===== src/rtl/pipe_pkg.sv =====
// Shared types for pipeline stage boundaries: stage occupancy states and the
// ID/EX control/data bundle layouts with their field encodings.
package pipe_pkg;

  typedef enum logic [1:0] {
    STAGE_EMPTY = 2'd0,
    STAGE_FULL  = 2'd1,
    STAGE_SKID  = 2'd2
  } stage_state_e;

  localparam logic [1:0] REG_DST_RT = 2'd0;
  localparam logic [1:0] REG_DST_RD = 2'd1;
  localparam logic [1:0] REG_DST_RA = 2'd2;

  localparam logic [1:0] MEM_TO_REG_ALU = 2'd0;
  localparam logic [1:0] MEM_TO_REG_MEM = 2'd1;
  localparam logic [1:0] MEM_TO_REG_PC  = 2'd2;

  // rsvd pads the 11 architectural control bits to a 12-bit bundle.
  typedef struct packed {
    logic       rsvd;
    logic       reg_write;
    logic [2:0] alu_control;
    logic       alu_src;
    logic [1:0] reg_dst;
    logic       mem_write;
    logic       mem_read;
    logic [1:0] mem_to_reg;
  } idex_ctrl_t;

  typedef struct packed {
    logic [15:0] pc_plus1;
    logic [15:0] rd1;
    logic [15:0] rd2;
    logic [2:0]  rs;
    logic [2:0]  rt;
    logic [2:0]  rd;
    logic [15:0] imm;
  } idex_data_t;

  localparam int IDEX_CTRL_W = $bits(idex_ctrl_t);
  localparam int IDEX_DATA_W = $bits(idex_data_t);

endpackage


===== src/rtl/sat_counter.sv =====
// Saturating up-counter with increment enable; sticks at all-ones until reset.
module sat_counter #(
  parameter int W = 16
) (
  input  logic         clk,
  input  logic         rst,
  input  logic         inc,
  output logic [W-1:0] count
);

  localparam logic [W-1:0] CNT_MAX = {W{1'b1}};
  localparam logic [W-1:0] CNT_ONE = W'(1'b1);

  logic [W-1:0] count_r;

  // Count enabled cycles, holding once the maximum is reached.
  always_ff @(posedge clk or posedge rst) begin
    if (rst) begin
      count_r <= '0;
    end else if (inc && (count_r != CNT_MAX)) begin
      count_r <= count_r + CNT_ONE;
    end
  end

  assign count = count_r;

endmodule


===== src/rtl/pipe_stage_reg.sv =====
// Handshaked pipeline-stage register with optional 2-entry skid buffer,
// flush-to-bubble and a saturating stall-cycle counter.
module pipe_stage_reg
  import pipe_pkg::*;
#(
  parameter int CTRL_W = IDEX_CTRL_W,
  parameter int DATA_W = IDEX_DATA_W,
  parameter int SKID   = 1,
  parameter int CNT_W  = 16
) (
  input  logic              clk,
  input  logic              rst,
  input  logic              flush,
  input  logic              in_valid,
  output logic              in_ready,
  input  logic [CTRL_W-1:0] in_ctrl,
  input  logic [DATA_W-1:0] in_data,
  output logic              out_valid,
  input  logic              out_ready,
  output logic [CTRL_W-1:0] out_ctrl,
  output logic [DATA_W-1:0] out_data,
  output logic [CNT_W-1:0]  stall_cnt
);

  stage_state_e      state_r;
  logic [CTRL_W-1:0] main_ctrl_r;
  logic [DATA_W-1:0] main_data_r;
  logic              in_ready_r;
  logic              out_valid_r;

  logic [CTRL_W-1:0] skid_ctrl_s;
  logic [DATA_W-1:0] skid_data_s;
  logic              skid_load_s;
  logic              skid_pop_s;
  logic              stall_inc_s;

  // Skid load/pop strobes and stall detection, shared by the FSM and skid register.
  always_comb begin
    skid_load_s = 1'b0;
    skid_pop_s  = 1'b0;
    if (!flush && (SKID != 0)) begin
      skid_load_s = (state_r == STAGE_FULL) && in_valid && !out_ready;
      skid_pop_s  = (state_r == STAGE_SKID) && out_ready;
    end else begin
      skid_load_s = 1'b0;
      skid_pop_s  = 1'b0;
    end
    stall_inc_s = out_valid_r && !out_ready;
  end

  generate
    if (SKID != 0) begin : g_skid
      logic [CTRL_W-1:0] skid_ctrl_r;
      logic [DATA_W-1:0] skid_data_r;

      // Second slot catches the input that arrives while downstream stalls.
      always_ff @(posedge clk or posedge rst) begin
        if (rst) begin
          skid_ctrl_r <= '0;
          skid_data_r <= '0;
        end else if (flush || skid_pop_s) begin
          skid_ctrl_r <= '0;
          skid_data_r <= '0;
        end else if (skid_load_s) begin
          skid_ctrl_r <= in_ctrl;
          skid_data_r <= in_data;
        end
      end

      assign skid_ctrl_s = skid_ctrl_r;
      assign skid_data_s = skid_data_r;
    end else begin : g_no_skid
      assign skid_ctrl_s = '0;
      assign skid_data_s = '0;
    end
  endgenerate

  // Occupancy FSM owning the main register; vacated or flushed slots become zero bubbles.
  always_ff @(posedge clk or posedge rst) begin
    if (rst) begin
      state_r     <= STAGE_EMPTY;
      main_ctrl_r <= '0;
      main_data_r <= '0;
      in_ready_r  <= 1'b1;
      out_valid_r <= 1'b0;
    end else if (flush) begin
      state_r     <= STAGE_EMPTY;
      main_ctrl_r <= '0;
      main_data_r <= '0;
      in_ready_r  <= 1'b1;
      out_valid_r <= 1'b0;
    end else begin
      case (state_r)
        STAGE_EMPTY: begin
          if (in_valid) begin
            main_ctrl_r <= in_ctrl;
            main_data_r <= in_data;
            state_r     <= STAGE_FULL;
            out_valid_r <= 1'b1;
          end
        end
        STAGE_FULL: begin
          if (in_valid && out_ready) begin
            main_ctrl_r <= in_ctrl;
            main_data_r <= in_data;
          end else if (skid_load_s) begin
            state_r    <= STAGE_SKID;
            in_ready_r <= 1'b0;
          end else if (!in_valid && out_ready) begin
            main_ctrl_r <= '0;
            main_data_r <= '0;
            state_r     <= STAGE_EMPTY;
            out_valid_r <= 1'b0;
          end
        end
        STAGE_SKID: begin
          if (out_ready) begin
            main_ctrl_r <= skid_ctrl_s;
            main_data_r <= skid_data_s;
            state_r     <= STAGE_FULL;
            in_ready_r  <= 1'b1;
          end
        end
        default: begin
          state_r     <= STAGE_EMPTY;
          main_ctrl_r <= '0;
          main_data_r <= '0;
          in_ready_r  <= 1'b1;
          out_valid_r <= 1'b0;
        end
      endcase
    end
  end

  // Without a skid slot, ready must see this cycle's out_ready to keep full throughput.
  assign in_ready  = (SKID != 0) ? in_ready_r : (!out_valid_r || out_ready);
  assign out_valid = out_valid_r;
  assign out_ctrl  = main_ctrl_r;
  assign out_data  = main_data_r;

  sat_counter #(
    .W (CNT_W)
  ) u_stall_cnt (
    .clk   (clk),
    .rst   (rst),
    .inc   (stall_inc_s),
    .count (stall_cnt)
  );

endmodule


===== config.mk =====
export PLATFORM = sky130hd
export DESIGN_NAME = pipe_stage_reg
export DESIGN_NICKNAME = d
export VERILOG_FILES = /design/src/rtl/pipe_pkg.sv /design/src/rtl/sat_counter.sv /design/src/rtl/pipe_stage_reg.sv
export SDC_FILE = /design/constraint.sdc
export NUM_CORES = 1
export LEC_CHECK = 0
export ABC_AREA = 1
export CORE_AREA = 2 2 131 133
export CTS_BUF_LIST = sky130_fd_sc_hd__clkbuf_2
export DETAILED_ROUTE_END_ITERATION = 12
export DIE_AREA = 0 0 133 135
export PLACE_DENSITY = 0.83
export SYNTH_ARGS = -nofsm -noshare
export SYNTH_HDL_FRONTEND = slang
export SYNTH_SLANG_ARGS = --single-unit
export TNS_END_PERCENT = 20

===== constraint.sdc =====
create_clock -name clk -period 13.9 [get_ports clk]
set_input_delay 2.085 -clock clk [delete_from_list [all_inputs] [get_ports clk]]
set_output_delay 2.085 -clock clk [all_outputs]
set_load 0.02 [all_outputs]

==> impl_results.md, run 1 <==
* Outcome: completed
* Number of H-tree branching levels at 4
* Area growth syn-to-layout at 24.51%
* Number of violations of the max-capacitance limit at 0
* Site row count at 47
* Worst R2R Setup Slack at roughly 12 ns
* Static Leakage at roughly 5.4 nW
* Skew-Pair Late Insertion Delay at between 0.7 and 0.8 ns
* Wire length per cell at 15.21 µm
* Buffer and inverter count on the worst path at 5
* Share of synthesized area occupied by flip-flops and latches at approximately 53%
* Non-Filler Cell Area, Final at 11130 µm²
* CORE AREA at between 15000 and 20000 µm²
* Largest clock skew in the final design at 0.02809 ns
* Maximum single-stage delay on the critical path at between 0.6 and 0.7 ns
* Launching element type of the critical path: input pin
* Remaining antenna violation count at 0
* Area of the mapped netlist at approximately 9000 µm²
* Count of flip-flops with a built-in enable after synthesis at 0
* Termination of the worst setup path: out_data[39]
* Number of standard cells after synthesis at ~1000
* Fraction of layout instances using a drive strength above 1 at 8.736%
* Most used standard cell by instance count after synthesis: sky130_fd_sc_hd__nand2_1
* Worst flop-to-flop path startpoint: state_r[1]
* Average vias per placed instance at roughly 5.3
* Cell class contributing the biggest share of worst-path delay: buffers and inverters
* Cell chosen for the clock root: sky130_fd_sc_hd__clkbuf_2
* Place WS at 8.382 ns
* VDD IR-drop max at 0.0001185 V
* Main flop type after synthesis: sky130_fd_sc_hd__dfrtp_1
* DRC viols at 0
* Clock tree from TritonCTS: done
* CTS Sinks at between 150 and 200
* Full die area at between 15000 and 20000 µm²
* Fraction of the cycle the final worst path needs at between 30% and 40%
* Total power density per cell area at ~120 nW/µm²
* Library cell with the largest summed area after synthesis: sky130_fd_sc_hd__dfrtp_1
* Number of failing setup endpoints in the final timing report at 0
* Critical path's slowest cell: sky130_fd_sc_hd__buf_4
* Fin Setup TNS at 0 ns
* Final critical-path setup slack at 9.170 ns
* Top cells by count, synth: sky130_fd_sc_hd__nand2_1 (257), sky130_fd_sc_hd__dfrtp_1 (189), sky130_fd_sc_hd__inv_1 (186), sky130_fd_sc_hd__o22ai_1 (122), sky130_fd_sc_hd__nand3_1 (90)
* Number of pins exceeding their max-slew limit in the final report at 0
* Die span in x at about 130 µm
* End of the worst register-to-register path: out_data[39]
* Yosys top cell area share at a little over half
* Number of iterations in the first detailed-routing pass at 5
* Worst hold path class: flip-flop to flip-flop
* Total congestion overflow at 0
* Number of buffers inserted for hold repair after clock tree synthesis at 0
* Routed vias at about 7400
* Initial standard-cell utilization of the core at a little over half
* Count of input and output buffers at ~190
* Worst setup path startpoint: flush
* Setup repair after global routing missed its margin: false
* Time the worst path needs with I/O delays and setup at around 4.7 ns
* Logic depth of the worst setup path including buffers at 10
* NumNets Final at 1260
* Mean instance size in the synthesized netlist at 8.797 µm²
* Cells traversed along the worst timing path: clkdlybuf4s50_1 > inv_2 > buf_4 > nand3_1 > nor2_2 > nor2_4 > inv_2 > buf_4 > nand2_1 > nand2_1
* Hold path depth at 2
* Power Total at 1.281 mW
* Asr flop ratio synth at 100.0%
* Startpoint-to-endpoint class of the critical path: input pin to flip-flop
* Flops & latches, synth at 190
* Buffers inserted by post-CTS timing repair at 0
* Logic depth of the worst register-to-register path at 8
* Number of antenna violations at the first check in global routing at 1
* Peak fanout along the critical path at 61
* Arrival time reported for the critical path endpoint at 5.39 ns
* Endpoints failing hold at 0
* Quantity of gates resized following cts at 0
* Global-route wire length before repair at roughly 36000 µm
* Chip height at 135 µm
* Worst Tran Pin Value at slightly above 1 ns
* Detailed-route wire length at between 20000 and 25000 µm
* Required time at the endpoint of the critical path at ~15 ns
* Number of violations reported at the end of detailed-routing iteration 0 at around 520
* Normalized max-slew margin at 32.84%
* Placer congestion estimate at roughly 0.85
* Detail Placement HPWL at between 10000 and 15000 µm
* Instance area after placement at roughly 11000 µm²
* Boundary pin count at 193
* CTS Buf Count at 17
* Cell types occupying the most area after synthesis: sky130_fd_sc_hd__dfrtp_1 (53%), sky130_fd_sc_hd__nand2_1 (11%), sky130_fd_sc_hd__o22ai_1 (8.5%)
* GRT Resource Usage Total at between 20% and 30%
* Clock input transition at the sequential cells of the worst setup and hold paths at around 0.25 ns
* Maximum number of pins on one net before global-route repair at 129
* Maximum achievable frequency at 0.2114 GHz
* Yosys cell types at 28
* Deepest clock path buffer count at 2
* Via count of the first global-routing pass at around 7100
* Warning count from the yosys run at 0
* Type of destination of the critical path: flip-flop
* Nets in the synthesized netlist at 1107
-- routing by layer --
layer	global-route usage (%)	share of wire [%]	vias to the layer above
li1	-	-	3587
met1	35.04	45	3521
met2	38.63	47	285
met3	4.955	6.7	26
met4	6.989	1.4	0
met5	0	0	-
-- metrics by stage --
stage / utilization, % / cells / hold slack (ns)
after global placement: 66.16 / 1370 / 0.4634
after CTS: 67.81 / 1399 / 0.5053
after global routing: 67.83 / 1400 / 0.5355
final: 67.83 / 1400 / 0.5041
after floorplan: - / 1016 / 0.4839
after detailed placement: 66.16 / 1370 / 0.4687
-- registers in the layout, summed over array words and instances, names as in the netlist --
name and flops:
out_data 73, state_r 2, u_stall_cnt.count 16, out_ctrl 12
g_skid.skid_ctrl_r 12, in_ready 1, g_skid.skid_data_r 73, out_valid 1
-- tightest hold or removal path, delay by kind of cell, from the launching register on --
family,cells,cell delay (ns)
compound gates,1,0.07
buf+inv,1,0.04
flops,1,0.43
-- how the worst min path moves through the flow --
stage	startpoint	to	slack [ns]
floorplan	g_skid.skid_ctrl_r[0]	g_skid.skid_ctrl_r[0]	0.48
global placement	out_ctrl[6]	out_ctrl[6]	0.46
detailed placement	out_data[13]	out_data[13]	0.47
CTS	in_ready	in_ready	0.51
global route	out_data[30]	out_data[30]	0.54
finish	in_ready	in_ready	0.50
-- cells by family after synthesis --
logic type	synth area share (%)
xor gates and xnor gates	0.7840
and+or+nand+nor	17.35
AOI/OAI and AO/OA	16.34
buffers and inverters	12.18
adders and majority gates	0.1400
DFF	53.21
-- final cells by class --
| cell class | count | area (µm²) |
|---|---|---|
| clock buffers | 21 | 105.1 |
| flip-flops and latches | 190 | 4756 |
| diodes | 1 | 2.502 |
| clock inverters | 8 | 166.4 |
| multi-input cells | 568 | 3113 |
| fillers | 1270 | 5279 |
| inverters | 192 | 728.2 |
| well taps | 220 | 275.3 |
| repair buffers | 200 | 1982 |
-- cell usage in the layout (no fill, tap or decap), types with 2 or more instances in the layout --
cell type                           n
sky130_fd_sc_hd__o22ai_1          122
sky130_fd_sc_hd__nand3b_1           2
sky130_fd_sc_hd__inv_1            185
sky130_fd_sc_hd__bufinv_16          5
sky130_fd_sc_hd__buf_4              8
sky130_fd_sc_hd__clkdlybuf4s50_1  192
sky130_fd_sc_hd__nand2_1          254
sky130_fd_sc_hd__nor2_1            18
sky130_fd_sc_hd__nand4_1            2
sky130_fd_sc_hd__dfrtp_1          189
sky130_fd_sc_hd__xnor2_1            7
sky130_fd_sc_hd__nand2_2            3
sky130_fd_sc_hd__o22ai_2           50
sky130_fd_sc_hd__clkbuf_2          21
sky130_fd_sc_hd__inv_2              6
sky130_fd_sc_hd__nand3_1           90
sky130_fd_sc_hd__a21oi_1            3
sky130_fd_sc_hd__o21ai_0            8
-- power breakdown --
group,leakage [nW],switching [mW],internal [mW]
Combinational,2.63,0.195,0.140
Sequential,2.57,0.0340,0.602
Clock,0.164,0.175,0.135
Note: power is estimated with default switching activity, not from simulation.
==> run 2: changes to the inputs <==
--- a/config.mk
+++ b/config.mk
@@ -6,11 +6,11 @@
 export NUM_CORES = 1
 export LEC_CHECK = 0
 export ABC_AREA = 1
-export CORE_AREA = 2 2 131 133
+export CORE_AREA = 2 2 140 142
 export CTS_BUF_LIST = sky130_fd_sc_hd__clkbuf_2
 export DETAILED_ROUTE_END_ITERATION = 12
-export DIE_AREA = 0 0 133 135
-export PLACE_DENSITY = 0.83
+export DIE_AREA = 0 0 142 144
+export PLACE_DENSITY = 0.77
 export SYNTH_ARGS = -nofsm -noshare
 export SYNTH_HDL_FRONTEND = slang
 export SYNTH_SLANG_ARGS = --single-unit
==> constraint.sdc (replaced) <==
create_clock -name clk -period 4.2 [get_ports clk]
set_input_delay 0.63 -clock clk [delete_from_list [all_inputs] [get_ports clk]]
set_output_delay 0.63 -clock clk [all_outputs]
set_load 0.02 [all_outputs]
==> run 2 against run 1 <==
Net effect:
- cell count is 1.7% higher
- worst setup slack lost 7.5 ns
- sequential share of layout area shrank 0.15 points
- combinational power rose to 3.3 times the previous value
- power rose to 3.2 times the previous value
- register-to-register slack got worse by 9.5 ns
- utilization fell by 9.3 points
- clock power grew to 3.0 times the previous value
- worst hold slack lost 0.083 ns
- highest routed layer unchanged
- non-clock buffer count grew 3
- critical path depth down 9
- global-route usage is 2.7 points lower
==> impl_results.md, run 2 (same netlist as run 1, synthesis figures left out) <==
* Outcome: completed
* Maximum number of pins on one net before global-route repair at 191 (+48%)
* Storage element area at 4756 µm² (unchanged)
* Skew-Pair Late Insertion Delay at 0.76 ns (+0.03 ns)
* Normalized max-slew margin at 29.75% (-3.1 points)
* Number of H-tree branching levels at 4 (unchanged)
* Logic depth of the worst setup path including buffers at 1 (-9)
* NumNets Final at 1263 (+0.24%)
* Count of input and output buffers at 192 (unchanged)
* Most frequent standard cell in the layout excluding fill and tap cells: sky130_fd_sc_hd__nand2_1
* VDD IR-drop max at 0.0002504 V (+110%)
* Boundary pin count at 193 (unchanged)
* Number of failing setup endpoints in the final timing report at 0 (unchanged)
* End of the worst register-to-register path: g_skid.skid_ctrl_r[4]
* Number of violations of the max-capacitance limit at 0 (unchanged)
* Die span in x at 142 µm (+6.8%)
* Worst flop-to-flop path startpoint: state_r[1]
* Cell chosen for the clock root: sky130_fd_sc_hd__clkbuf_2
* Cell class contributing the biggest share of worst-path delay: flip-flops
* Largest clock skew in the final design at 0.04303 ns (+0.01495 ns)
* Peak fanout along the critical path at 2 (-97%)
* Endpoints failing hold at 0 (unchanged)
* Total congestion overflow at 0 (unchanged)
* Number of antenna violations at the first check in global routing at 1 (unchanged)
* Multi-input gate area in the final layout at 3123 µm² (+0.32%)
* Arrival time reported for the critical path endpoint at 1.93 ns (-3.46 ns)
* Clock tree from TritonCTS: done
* Clock input transition at the sequential cells of the worst setup and hold paths at 0.29 ns (+0.04 ns)
* Non-Filler Cell Area, Final at 11170 µm² (+0.36%)
* Buffer and inverter count on the worst path at 1 (-4)
* Placer congestion estimate at 0.8262 (-3.2%)
* Deepest clock path buffer count at 2 (unchanged)
* Number of pins exceeding their max-slew limit in the final report at 0 (unchanged)
* DRC viols at 0 (unchanged)
* Routed vias at 7390 (-0.39%)
* Detail Placement HPWL at 13820 µm (+3.9%)
* Maximum achievable frequency at 0.3903 GHz
* Site row count at 51 (+8.5%)
* CTS Sinks at 190 (unchanged)
* Fin Setup TNS at 0 ns (unchanged)
* Startpoint-to-endpoint class of the critical path: flip-flop to output pin
* Number of fill cells at 1659 (+31%)
* Detailed-route wire length at 22240 µm (+4.4%)
* Fraction of layout instances using a drive strength above 1 at 9.114% (+0.38 points)
* Total power density per cell area at 372.2 nW/µm² (+220%)
* Termination of the worst setup path: in_ready
* Logic depth of the worst register-to-register path at 6 (-2)
* Critical path's slowest cell: sky130_fd_sc_hd__dfstp_2
* Commonest non-fill, non-tap cells in the layout: sky130_fd_sc_hd__nand2_1 (254), sky130_fd_sc_hd__clkdlybuf4s50_1 (192), sky130_fd_sc_hd__dfrtp_1 (189), sky130_fd_sc_hd__inv_1 (185), sky130_fd_sc_hd__o22ai_1 (122)
* Maximum single-stage delay on the critical path at 0.61 ns (-0.03 ns)
* Fraction of the cycle the final worst path needs at between 60% and 70%
* Wire length per cell at 15.62 µm (+2.6%)
* Via count of the first global-routing pass at 7074 (-0.83%)
* Global-route wire length before repair at 35890 µm (+0.83%)
* Cells traversed along the worst timing path: clkdlybuf4s50_1
* Buffers inserted by post-CTS timing repair at 0 (unchanged)
* Initial standard-cell utilization of the core at 46.84% (-7.6 points)
* Worst R2R Setup Slack at 2.04 ns (-9.48 ns)
* Full die area at 20450 µm² (+14%)
* Launching element type of the critical path: flip-flop
* Place WS at 1.414 ns (-6.968 ns)
* Time the worst path needs with I/O delays and setup at approximately 2.6 ns
* GRT Resource Usage Total at 21.93% (-2.7 points)
* Type of destination of the critical path: output pin
* Area growth syn-to-layout at 24.96%
* Static Leakage at 5.366 nW (about the same)
* Quantity of gates resized following cts at 0 (unchanged)
* Number of violations reported at the end of detailed-routing iteration 0 at 506 (-2.3%)
* Setup repair after global routing missed its margin: false
* CTS Buf Count at 17 (unchanged)
* Chip height at 144 µm (+6.7%)
* Instance area after placement at 10930 µm² (+0.70%)
* Worst hold path class: input pin to flip-flop
* CORE AREA at 19080 µm² (+16%)
* Average vias per placed instance at 5.190 (-2.1%)
* Remaining antenna violation count at 0 (unchanged)
* Number of iterations in the first detailed-routing pass at 5 (unchanged)
* Number of buffers inserted for hold repair after clock tree synthesis at 0 (unchanged)
* Worst Tran Pin Value at 1.054 ns (+0.04629 ns)
* Required time at the endpoint of the critical path at 3.57 ns (-10.99 ns)
* Worst setup path startpoint: in_ready
* Final critical-path setup slack at 1.638 ns (-7.533 ns)
run 2: how the worst min path moves through the flow:
stage | start | endpoint | cells past startpoint
after global placement | out_data[72] | out_data[72] | 2
final | in_data[11] | g_skid.skid_data_r[11] | 3
after detailed placement | out_data[72] | out_data[72] | 2
after floorplan | g_skid.skid_ctrl_r[0] | g_skid.skid_ctrl_r[0] | 2
after CTS | in_data[29] | g_skid.skid_data_r[29] | 3
after global routing | in_data[27] | g_skid.skid_data_r[27] | 3
run 2: per-stage QoR:
step / total power [mW] / std cells / hold slack [ns] / utilization, %
2_1_floorplan: 2.786 / 1016 / 0.4839 / -
3_3_place_gp: 3.247 / 1391 / 0.4634 / 57.29
3_5_place_dp: 3.264 / 1391 / 0.4651 / 57.29
4_1_cts: 4.188 / 1423 / 0.3513 / 58.52
5_1_grt: 4.365 / 1424 / 0.3334 / 58.54
6_report: 4.157 / 1424 / 0.4210 / 58.54
run 2: final cells by class:
cell class	count	area share (%)
clock buffers	20	0.8963
flip-flops and latches	190	42.58
well taps	238	2.666
diodes	1	0.02241
multi-input cells	568	27.96
inverters	192	6.487
repair buffers	203	18.17
clock inverters	12	1.210
run 2: per-layer routing:
metal | vias up | global-route usage, % | routed length [µm]
met5 | - | 0 | 0
met4 | 0 | 5.105 | 212
met3 | 16 | 5.232 | 1337
met2 | 236 | 35.70 | 10710
met1 | 3530 | 29.96 | 9972
li1 | 3608 | - | -
run 2: report_power, final:
| part | leakage (nW) | internal (mW) | switching [mW] |
|---|---|---|---|
| clock | 0.141 | 0.285 | 0.643 |
| sequential | 2.57 | 1.99 | 0.112 |
| combinational | 2.65 | 0.470 | 0.653 |
==> run 3: changes to the inputs <==
==> constraint.sdc (replaced) <==
create_clock -name clk -period 2.1 [get_ports clk]
set_input_delay 0.315 -clock clk [delete_from_list [all_inputs] [get_ports clk]]
set_output_delay 0.315 -clock clk [all_outputs]
set_load 0.02 [all_outputs]
==> run 3 against run 2 <==
Net effect:
- critical path depth unchanged
- worst hold slack worse by 0.30 ns
- sequential power up 98%
- non-clock buffer count up 23
- clock-buffer cell count down 1
- first-iteration DRC count down 0.79%
- combinational power up 100%
- wire length up 2.7%
- global-route usage up 1.1 points
==> impl_results.md, run 3 (same netlist as run 1, synthesis figures left out) <==
* Outcome: completed
* Boundary pin count at 193 (unchanged)
* Worst hold path class: input pin to flip-flop
* Average vias per placed instance at 5.258 (+1.3%)
* Arrival time reported for the critical path endpoint at 1.64 ns (-0.29 ns)
* Maximum achievable frequency at 0.5106 GHz
* Clock input transition at the sequential cells of the worst setup and hold paths at 0.27 ns (-0.02 ns)
* Maximum single-stage delay on the critical path at 0.61 ns (about the same)
* Required time at the endpoint of the critical path at 1.78 ns (-1.79 ns)
* Final critical-path setup slack at 0.1415 ns (-1.496 ns)
* Buffer and inverter count on the worst path at 1 (unchanged)
* Count of input and output buffers at 192 (unchanged)
* Detailed-route wire length at 22840 µm (+2.7%)
* Launching element type of the critical path: flip-flop
* Site row count at 51 (unchanged)
* Die span in x at 142 µm (unchanged)
* Initial standard-cell utilization of the core at 46.84% (unchanged)
* Number of H-tree branching levels at 4 (unchanged)
* Final std cells w/o fill at 1447 (+1.6%)
* Storage element area at 4761 µm² (+0.11%)
* Normalized max-slew margin at 51.44% (+22 points)
* Routed vias at 7608 (+2.9%)
* Worst flop-to-flop path startpoint: u_stall_cnt.count[0]
* Area growth syn-to-layout at 27.36%
* Peak fanout along the critical path at 2 (unchanged)
* Cell class contributing the biggest share of worst-path delay: flip-flops
* CTS Sinks at 190 (unchanged)
* CTS Buf Count at 17 (unchanged)
* Number of iterations in the first detailed-routing pass at 5 (unchanged)
* Fraction of layout instances using a drive strength above 1 at 11.09% (+2.0 points)
* Endpoints failing hold at 0 (unchanged)
* Via count of the first global-routing pass at 7539 (+6.6%)
* Clock tree from TritonCTS: done
* Type of destination of the critical path: output pin
* DRC viols at 0 (unchanged)
* Remaining antenna violation count at 0 (unchanged)
* Commonest non-fill, non-tap cells in the layout: sky130_fd_sc_hd__nand2_1 (254), sky130_fd_sc_hd__inv_1 (185), sky130_fd_sc_hd__dfrtp_1 (185), sky130_fd_sc_hd__o22ai_1 (122), sky130_fd_sc_hd__dlygate4sd2_1 (102)
* Cell chosen for the clock root: sky130_fd_sc_hd__clkbuf_2
* Detail Placement HPWL at 14570 µm (+5.4%)
* Cells traversed along the worst timing path: clkdlybuf4s15_1
* Critical path's slowest cell: sky130_fd_sc_hd__dfstp_2
* Startpoint-to-endpoint class of the critical path: flip-flop to output pin
* Wire length per cell at 15.78 µm (+1.1%)
* NumNets Final at 1286 (+1.8%)
* Worst setup path startpoint: in_ready
* Deepest clock path buffer count at 2 (unchanged)
* Placer congestion estimate at 0.8094 (-2.0%)
* Most frequent standard cell in the layout excluding fill and tap cells: sky130_fd_sc_hd__nand2_1
* Chip height at 144 µm (unchanged)
* Number of placed cells counting well taps at 1402 (+0.79%)
* Maximum number of pins on one net before global-route repair at 100 (-48%)
* Worst Tran Pin Value at 0.7283 ns (-0.3254 ns)
* Static Leakage at 5.921 nW (+10%)
* Number of pins exceeding their max-slew limit in the final report at 0 (unchanged)
* Worst R2R Setup Slack at 0.30 ns (-1.74 ns)
* GRT Resource Usage Total at 23.06% (+1.1 points)
* Setup repair after global routing missed its margin: false
* Post-layout util at 59.66% (+1.1 points)
* Time the worst path needs with I/O delays and setup at approximately 2 ns
* Min-Delay Startpoint: in_data[26]
* Number of fill cells at 1708 (+3.0%)
* Total congestion overflow at 0 (unchanged)
* Number of antenna violations at the first check in global routing at 1 (unchanged)
* Fraction of the cycle the final worst path needs at roughly 93%
* VDD IR-drop max at 0.0006794 V (+170%)
* Largest clock skew in the final design at 0.04028 ns (-0.002753 ns)
* Fin Setup TNS at 0 ns (unchanged)
* Multi-input gate area in the final layout at 3123 µm² (unchanged)
* Place WS at 0.08301 ns (-1.331 ns)
* Global-route wire length before repair at 37520 µm (+4.5%)
* Number of failing setup endpoints in the final timing report at 0 (unchanged)
* Total power density per cell area at 735.7 nW/µm² (+98%)
* Full die area at 20450 µm² (unchanged)
* CORE AREA at 19080 µm² (unchanged)
* Number of violations of the max-capacitance limit at 0 (unchanged)
* Number of violations reported at the end of detailed-routing iteration 0 at 502 (-0.79%)
* Skew-Pair Late Insertion Delay at 0.75 ns (about the same)
## run 3: cell count changes in the layout (fill, tap and decap cells not counted), moves of 4 or more
cell / delta
sky130_fd_sc_hd__clkdlybuf4s50_1: -103
sky130_fd_sc_hd__dlygate4sd2_1: +102
sky130_fd_sc_hd__buf_12: +11
sky130_fd_sc_hd__buf_4: +11
sky130_fd_sc_hd__dfrtp_1: -4
sky130_fd_sc_hd__dfrtp_2: +4
## run 3: stage by stage
| step | area [µm²] | hold WS, ns | power [mW] |
|---|---|---|---|
| 2_1_floorplan | 8941 | 0.4839 | 5.572 |
| 3_5_place_dp | 11150 | 0.4645 | 6.635 |
| 4_1_cts | 11380 | 0.03572 | 8.446 |
| 6_report | 11380 | 0.1201 | 8.374 |
| 5_1_grt | 11380 | 0.01272 | 8.828 |
| 3_3_place_gp | 11150 | 0.4615 | 6.598 |
## run 3: where the power goes
group | internal (mW) | total (mW) | switching [mW] | leakage, nW
Combinational | 0.872 | 2.24 | 1.37 | 3.21
Sequential | 3.99 | 4.18 | 0.191 | 2.56
Clock | 0.680 | 1.95 | 1.27 | 0.147
## run 3: timing repair
item                                    in CTS  in global routing
hold buffers                                 1                  0
gates resized for setup                    107                  1
buffers inserted                            11                  0
hold endpoints to repair                    74                  0
endpoints found under the setup margin     103                  1
## run 3: final cells by class
class	instances	share of cell area [%]
clock inverters	13	1.440
clock buffers	19	0.8354
well taps	238	2.616
diodes	1	0.02199
multi-input cells	568	27.44
inverters	192	6.365
repair buffers	226	19.46
flip-flops and latches	190	41.83
## run 3: worst min-delay path, cell delays in order
cell                              delay, ns
sky130_fd_sc_hd__clkdlybuf4s50_1       0.40
sky130_fd_sc_hd__inv_1                 0.07
sky130_fd_sc_hd__o22ai_1               0.08
## run 3: path summary, 6_finish.rpt
| check | to | depth (start not counted) |
|---|---|---|
| min reg2reg | out_data[11] | 2 |
| min | g_skid.skid_data_r[26] | 3 |
| min in group asynchronous | out_data[24] | 4 |
| max reg2reg | u_stall_cnt.count[10] | 9 |
| max in group asynchronous | u_stall_cnt.count[4] | 4 |
| max | in_ready | 1 |
## run 3: layer usage
layer,vias to the layer above,GRT usage (%),share of wire [%]
li1,3655,-,-
met1,3692,30.44,44
met2,237,38.22,49
met3,24,4.768,6.0
met4,0,7.789,1.6
met5,-,0,0
